## src/rtl/y86_fetch_queue.sv

```systemverilog
// Y86-64 instruction prefetch queue: streams FETCH_BYTES per cycle into a circular byte buffer
// and presents the head instruction as a big-endian 10-byte window with its PC, length and fault flag.
module y86_fetch_queue #(
    parameter int          FETCH_BYTES = 4,
    parameter int          DEPTH       = 32,
    parameter logic [63:0] RESET_PC    = 64'd0
) (
    input  logic                     clk,
    input  logic                     reset,
    output logic                     imem_req,
    output logic [63:0]              imem_addr,
    input  logic                     imem_rvalid,
    input  logic [8*FETCH_BYTES-1:0] imem_rdata,
    input  logic                     imem_err,
    output logic                     out_valid,
    output logic [79:0]              out_instr,
    output logic [63:0]              out_pc,
    output logic [3:0]               out_len,
    output logic                     out_adr_err,
    input  logic                     consume,
    input  logic                     redirect_valid,
    input  logic [63:0]              redirect_pc
);
    localparam int AW = $clog2(DEPTH);
    localparam int CW = AW + 1;

    typedef logic [AW-1:0] ptr_t;

    logic [7:0]       data_q [DEPTH];
    logic [DEPTH-1:0] err_q;
    ptr_t             head_q;
    ptr_t             tail_q;
    logic [CW-1:0]    count_q;
    logic [63:0]      head_pc_q;
    logic [63:0]      fetch_pc_q;
    logic             inflight_q;
    logic             halt_q;

    logic [79:0]      win_dat;
    logic [9:0]       win_err;
    logic [3:0]       dec_len;
    logic [3:0]       lim_len;
    logic             fault;
    logic [CW:0]      need;
    logic             rsp_fire;
    logic             pop;
    logic [CW-1:0]    count_next;

    // Head window: only occupied bytes are shown, the rest read as zero.
    always_comb begin
        win_dat = '0;
        win_err = '0;
        for (int i = 0; i < 10; i++) begin
            if (CW'(i) < count_q) begin
                win_dat[79-8*i -: 8] = data_q[head_q + ptr_t'(i)];
                win_err[i]           = err_q[head_q + ptr_t'(i)];
            end
        end
    end

    always_comb begin
        dec_len = 4'd1;
        case (win_dat[79:76])
            4'h0, 4'h1, 4'h9:       dec_len = 4'd1;
            4'h2, 4'h6, 4'hA, 4'hB: dec_len = 4'd2;
            4'h7, 4'h8:             dec_len = 4'd9;
            4'h3, 4'h4, 4'h5:       dec_len = 4'd10;
            default:                dec_len = 4'd1;
        endcase
    end

    // A faulted byte inside the head window releases whatever is present so the stream cannot stall.
    always_comb begin
        fault = 1'b0;
        for (int i = 0; i < 10; i++) begin
            if (4'(i) < dec_len) begin
                fault = fault | win_err[i];
            end
        end
        lim_len = (count_q < CW'(dec_len)) ? count_q[3:0] : dec_len;
    end

    assign out_instr   = win_dat;
    assign out_pc      = head_pc_q;
    assign out_adr_err = fault;
    assign out_len     = fault ? lim_len : dec_len;
    assign out_valid   = !redirect_valid && (count_q != '0) &&
                         (fault || (count_q >= CW'(dec_len)));

    assign need = {1'b0, count_q} + (inflight_q ? (CW+1)'(FETCH_BYTES) : '0) + (CW+1)'(FETCH_BYTES);

    assign imem_req   = !reset && !redirect_valid && !halt_q && (need <= (CW+1)'(DEPTH));
    assign imem_addr  = fetch_pc_q;
    assign rsp_fire   = imem_rvalid && inflight_q && !redirect_valid;
    assign pop        = consume && out_valid;
    assign count_next = count_q + (rsp_fire ? CW'(FETCH_BYTES) : '0) - (pop ? CW'(out_len) : '0);

    always_ff @(posedge clk or posedge reset) begin
        if (reset) begin
            head_q     <= '0;
            tail_q     <= '0;
            count_q    <= '0;
            head_pc_q  <= RESET_PC;
            fetch_pc_q <= RESET_PC;
            inflight_q <= 1'b0;
            halt_q     <= 1'b0;
        end else if (redirect_valid) begin
            head_q     <= '0;
            tail_q     <= '0;
            count_q    <= '0;
            head_pc_q  <= redirect_pc;
            fetch_pc_q <= redirect_pc;
            inflight_q <= 1'b0;
            halt_q     <= 1'b0;
        end else begin
            inflight_q <= imem_req;
            if (imem_req) begin
                fetch_pc_q <= fetch_pc_q + 64'(FETCH_BYTES);
            end
            if (rsp_fire) begin
                tail_q <= tail_q + ptr_t'(FETCH_BYTES);
                if (imem_err) begin
                    halt_q <= 1'b1;
                end
            end
            if (pop) begin
                head_q    <= head_q + ptr_t'(out_len);
                head_pc_q <= head_pc_q + 64'(out_len);
            end
            count_q <= count_next;
        end
    end

    // Byte storage needs no reset: nothing outside the occupied range is ever observed.
    always_ff @(posedge clk) begin
        if (rsp_fire) begin
            for (int k = 0; k < FETCH_BYTES; k++) begin
                data_q[tail_q + ptr_t'(k)] <= imem_rdata[8*(FETCH_BYTES-k)-1 -: 8];
                err_q[tail_q + ptr_t'(k)]  <= imem_err;
            end
        end
    end
endmodule

```

## config.mk

```make
export PLATFORM = sky130hd
export DESIGN_NAME = y86_fetch_queue
export DESIGN_NICKNAME = d
export VERILOG_FILES = /design/src/rtl/y86_fetch_queue.sv
export SDC_FILE = /design/constraint.sdc
export NUM_CORES = 2
export LEC_CHECK = 0
export CAP_MARGIN = 20
export CELL_PAD_IN_SITES_DETAIL_PLACEMENT = 1
export CELL_PAD_IN_SITES_GLOBAL_PLACEMENT = 1
export CORE_UTILIZATION = 40
export CTS_CLUSTER_DIAMETER = 40
export DETAILED_ROUTE_END_ITERATION = 7
export PLACE_DENSITY_LB_ADDON = 0.1
export SYNTH_ARGS = -nofsm -noshare
export SYNTH_HDL_FRONTEND = slang
export SYNTH_SLANG_ARGS = --single-unit
export TNS_END_PERCENT = 1
```

## constraint.sdc

```tcl
create_clock -name clk -period 9.9 [get_ports clk]
set_clock_uncertainty 0.1 [all_clocks]
set_input_delay 1.98 -clock clk [delete_from_list [all_inputs] [get_ports clk]]
set_output_delay 1.98 -clock clk [all_outputs]
set_load 0.02 [all_outputs]
```

==> impl_metrics.json <==
{
  "run_status": "completed",
  "nets": 3340,
  "timing.final.setup_violations": 0,
  "grt_remaining_overflow": 0,
  "synth.net_count": 3123,
  "syn_to_final_growth_pct": 21.3,
  "peak_fanout_along_the_critical_path": 99,
  "worst-setup-path-type": "reg2out",
  "final.fill_count": 8528,
  "viasPerCell": 6.60,
  "slew_at_the_pin_closest_to_its_max_slew_limit_ps": 1110,
  "report.final.slew_viol_count": 0,
  "cts.clk_slew.worst_paths_ps": 50,
  "first_pass_grt_wire_length_um": 211000,
  "path_cells": "buf_12, mux2i_1, a221oi_1, a221oi_1, nor3_1, o31ai_2, ha_1, nand2b_1, a21oi_1, o211ai_4, nor2_2, nor3_1, clkdlybuf4s50_1",
  "per_instance_average_area_after_synthesis_um2": 11.0,
  "worst_path_max_delay_cell": "sky130_fd_sc_hd__dfrtp_4",
  "ant_nets": 0,
  "timing.critical_path.required_ps": 7820,
  "cap_viol_max_count": 0,
  "tns_ps": 0,
  "power.density_cell_area_nw_per_um2": 312,
  "grt_use_met1": 0.435,
  "ys_warn_count": 0,
  "static-leakage-power_nw": 14.7,
  "number_of_antenna_violations_at_the_first_check_in_global_routing": 10,
  "top_level_ports": 317,
  "first_global_vias": 29200,
  "layout-drive-gt1-share": 0.201,
  "finalWeightedCongestion": 0.971,
  "grt_start_max_net_pins": 129,
  "postSynth.asyncResetShare": 0.333,
  "worst_ep_arrival_time_ps": 6540,
  "cts.hold.buffers_added": 0,
  "cts_num_sinks": 432,
  "global_route_total_usage_across_every_layer": 0.354,
  "syn_std_cell_area_um2": 32900,
  "relSlewSlack": 0.261,
  "worst-path-buf-inv": 2,
  "worst_setup_path_end_kind": "primary output",
  "drc": 0,
  "drt_wl_total_um": 147000,
  "synth_ff_type": "sky130_fd_sc_hd__edfxtp_1",
  "post-route-period-util": 0.870,
  "yosysSeqAreaShare": 0.373,
  "cts-htree-levels": 3,
  "post_route_worst_setup_slack_ps": 1280,
  "tritoncts_clock_tree": "built",
  "final_worst_hold_slack_ps": 406,
  "design.die.area_um2": 83400,
  "dpl.hpwl_um": 106000,
  "port_buffers": 316,
  "grt_setup_unrepaired": "no",
  "grt_most_used_layer": "met2",
  "start_util": 0.406,
  "yosysUniqueCellTypes": 84,
  "numCtsBuffers": 88,
  "hold_class": "reg2reg",
  "slowest_delay_ps": 780,
  "global_route.usage.met3": 0.0739,
  "die_y_um": 289,
  "start_kind": "flop",
  "drt_iter0_drc": 3081,
  "timing.fmax_mhz": 116,
  "synthCells": 2982,
  "clock_latency_ps": 630,
  "root_buffer": "sky130_fd_sc_hd__clkbuf_16",
  "timing.critical_path.max_delay_family": "compound AO/OA/AOI/OAI gates",
  "cts.repair.resized": 0,
  "route.detailed.wl_per_inst_um": 33.9,
  "chipWidth_um": 289,
  "ys_ff_latch": 432,
  "floorplan.core_area_um2": 80900,
  "post_cts.repair.setup_buffers": 0,
  "placementRows": 104,
  "max-vdd-ir-drop_v": 0.000192,
  "period_needed_ps": 8620,
  "timing.final.hold_violations": 0,
  "route.vias.total": 28600,
  "grt.met2_usage": 0.570,
  "cts-root-to-sink-buffers": 3,
  "place_worst_setup_slack_ps": 1990,
  "pre_antenna_drt_iters": 5,
  "synth_enable_flop_cells": 288
}
==> metrics by stage <==
step / instance area [um2] / power (W) / utilization / cells
2_1_floorplan: 32900 / 0.00660 / - / 2982
3_3_place_gp: 36900 / 0.00927 / 0.455 / 4167
3_5_place_dp: 36900 / 0.00938 / 0.456 / 4168
4_1_cts: 39900 / 0.0124 / 0.492 / 4330
5_1_grt: 39900 / 0.0129 / 0.493 / 4334
6_report: 39900 / 0.0125 / 0.493 / 4336
==> cells in the mapped netlist (8+ instances only) <==
cell / instances / area (um2)
sky130_fd_sc_hd__a211oi_1: 12 / 90.1
sky130_fd_sc_hd__a21o_1: 11 / 82.6
sky130_fd_sc_hd__a21oi_1: 77 / 385
sky130_fd_sc_hd__a221o_1: 8 / 80.1
sky130_fd_sc_hd__a31oi_1: 47 / 294
sky130_fd_sc_hd__and2_1: 14 / 87.6
sky130_fd_sc_hd__and3_1: 26 / 163
sky130_fd_sc_hd__and4_1: 9 / 78.8
sky130_fd_sc_hd__buf_1: 43 / 161
sky130_fd_sc_hd__buf_2: 32 / 160
sky130_fd_sc_hd__buf_4: 15 / 113
sky130_fd_sc_hd__buf_6: 10 / 113
sky130_fd_sc_hd__clkbuf_1: 151 / 567
sky130_fd_sc_hd__dfrtp_1: 144 / 3600
sky130_fd_sc_hd__edfxtp_1: 288 / 8650
sky130_fd_sc_hd__ha_1: 35 / 438
sky130_fd_sc_hd__inv_1: 92 / 345
sky130_fd_sc_hd__inv_2: 9 / 33.8
sky130_fd_sc_hd__mux2_1: 8 / 90.1
sky130_fd_sc_hd__mux2_2: 15 / 169
sky130_fd_sc_hd__mux2i_1: 193 / 1930
sky130_fd_sc_hd__mux4_2: 374 / 8420
sky130_fd_sc_hd__nand2_1: 649 / 2440
sky130_fd_sc_hd__nand2b_1: 18 / 113
sky130_fd_sc_hd__nand3_1: 71 / 355
sky130_fd_sc_hd__nand4_1: 26 / 163
sky130_fd_sc_hd__nand4b_1: 8 / 70.1
sky130_fd_sc_hd__nor2_1: 195 / 732
sky130_fd_sc_hd__nor2b_1: 12 / 75.1
sky130_fd_sc_hd__nor3_1: 38 / 190
sky130_fd_sc_hd__nor4_1: 11 / 68.8
sky130_fd_sc_hd__o211ai_1: 21 / 158
sky130_fd_sc_hd__o21a_1: 8 / 60.1
sky130_fd_sc_hd__o21ai_0: 71 / 355
sky130_fd_sc_hd__o21ai_1: 30 / 150
sky130_fd_sc_hd__o311ai_0: 17 / 149
sky130_fd_sc_hd__o311ai_1: 12 / 105
sky130_fd_sc_hd__o31a_1: 8 / 70.1
sky130_fd_sc_hd__o31ai_1: 10 / 75.1
sky130_fd_sc_hd__or2_2: 8 / 50.1
sky130_fd_sc_hd__or3_1: 25 / 156
sky130_fd_sc_hd__or4_1: 11 / 82.6
sky130_fd_sc_hd__xnor2_1: 20 / 175
sky130_fd_sc_hd__xor2_1: 17 / 149
==> worst paths after layout <==
check	from	end	slack (ps)	cells past startpoint
min in group asynchronous	reset	tail_q[2]	1850	2
hold / removal	imem_addr[0]	imem_addr[0]	410	1
hold reg to reg	imem_addr[0]	imem_addr[0]	410	1
setup / recovery	head_q[0]	out_valid	1280	13
max in group asynchronous	reset	head_q[1]	6330	3
setup reg to reg	head_q[0]	out_pc[40]	2410	21
==> metal layers <==
layer,vias to the layer above,routed length [um]
met5,-,38
met1,14800,54600
met3,422,12800
met2,1638,69300
li1,11800,-
met4,6,10400
==> worst register-to-register path: cells and delay by family, from the launching register on <==
kind	cells	cell delay [ps]
fa+ha+maj	3	950
compound gates	8	2250
flops	1	780
mux	2	1290
buf+inv	2	520
simple gates	6	1520
==> cell families (layout without fill, tap and decap cells) <==
family,Yosys count,after routing,synth area share
AOI/OAI and AO/OA,384,384,0.0774
xor gates and xnor gates,47,47,0.0155
adders and majority gates,39,39,0.0158
buffers and inverters,357,646,0.0462
DFF,432,432,0.373
muxes,590,590,0.323
other,0,5,0
and+or+nand+nor,1133,1133,0.150
==> cells in the final DEF, fill, tap and decap left out, types with 14 or more instances in the layout <==
| master | netlist | routed |
|---|---|---|
| sky130_fd_sc_hd__nand2_1 | 649 | 649 |
| sky130_fd_sc_hd__mux4_2 | 374 | 374 |
| sky130_fd_sc_hd__clkdlybuf4s50_1 | 0 | 315 |
| sky130_fd_sc_hd__edfxtp_1 | 288 | 288 |
| sky130_fd_sc_hd__nor2_1 | 195 | 194 |
| sky130_fd_sc_hd__mux2i_1 | 193 | 193 |
| sky130_fd_sc_hd__dfrtp_1 | 144 | 139 |
| sky130_fd_sc_hd__inv_1 | 92 | 90 |
| sky130_fd_sc_hd__clkbuf_16 | 0 | 90 |
| sky130_fd_sc_hd__a21oi_1 | 77 | 77 |
| sky130_fd_sc_hd__nand3_1 | 71 | 71 |
| sky130_fd_sc_hd__o21ai_0 | 71 | 71 |
| sky130_fd_sc_hd__buf_4 | 15 | 61 |
| sky130_fd_sc_hd__a31oi_1 | 47 | 47 |
| sky130_fd_sc_hd__nor3_1 | 38 | 37 |
| sky130_fd_sc_hd__ha_1 | 35 | 33 |
| sky130_fd_sc_hd__o21ai_1 | 30 | 29 |
| sky130_fd_sc_hd__nand4_1 | 26 | 26 |
| sky130_fd_sc_hd__and3_1 | 26 | 26 |
| sky130_fd_sc_hd__or3_1 | 25 | 25 |
| sky130_fd_sc_hd__o211ai_1 | 21 | 21 |
| sky130_fd_sc_hd__nand2b_1 | 18 | 18 |
| sky130_fd_sc_hd__o311ai_0 | 17 | 17 |
| sky130_fd_sc_hd__xor2_1 | 17 | 16 |
| sky130_fd_sc_hd__xnor2_1 | 20 | 15 |
| sky130_fd_sc_hd__mux2_2 | 15 | 15 |
| sky130_fd_sc_hd__clkinv_2 | 0 | 15 |
| sky130_fd_sc_hd__and2_1 | 14 | 14 |
==> power by group <==
group	internal (W)	leakage, nW	switching (W)	total, W
clock network	0.00195	1.45	0.00106	0.00301
registers	0.00204	4.28	0.000201	0.00225
logic	0.00303	8.93	0.00417	0.00720
==> cell type report <==
type,count,area (um2),share of cell area
Clock inverter,58,648,0.0162
Multi-Input combinational cell,2193,19200,0.482
Antenna cell,5,12.5,0.000314
Clock buffer,104,2320,0.0582
Inverter,104,398,0.00997
Tap cell,1060,1330,0.0332
Timing Repair Buffer,380,3700,0.0928
Sequential cell,432,12300,0.307
==> registers in the layout, indices dropped and copies added, names as in the netlist <==
name / count
tail_q: 3
count_q: 6
imem_addr: 64
inflight_q: 1
head_q: 5
halt_q: 1
data_q: 256
err_q: 32
out_pc: 64
No activity file was read; power rests on OpenSTA's default activity.
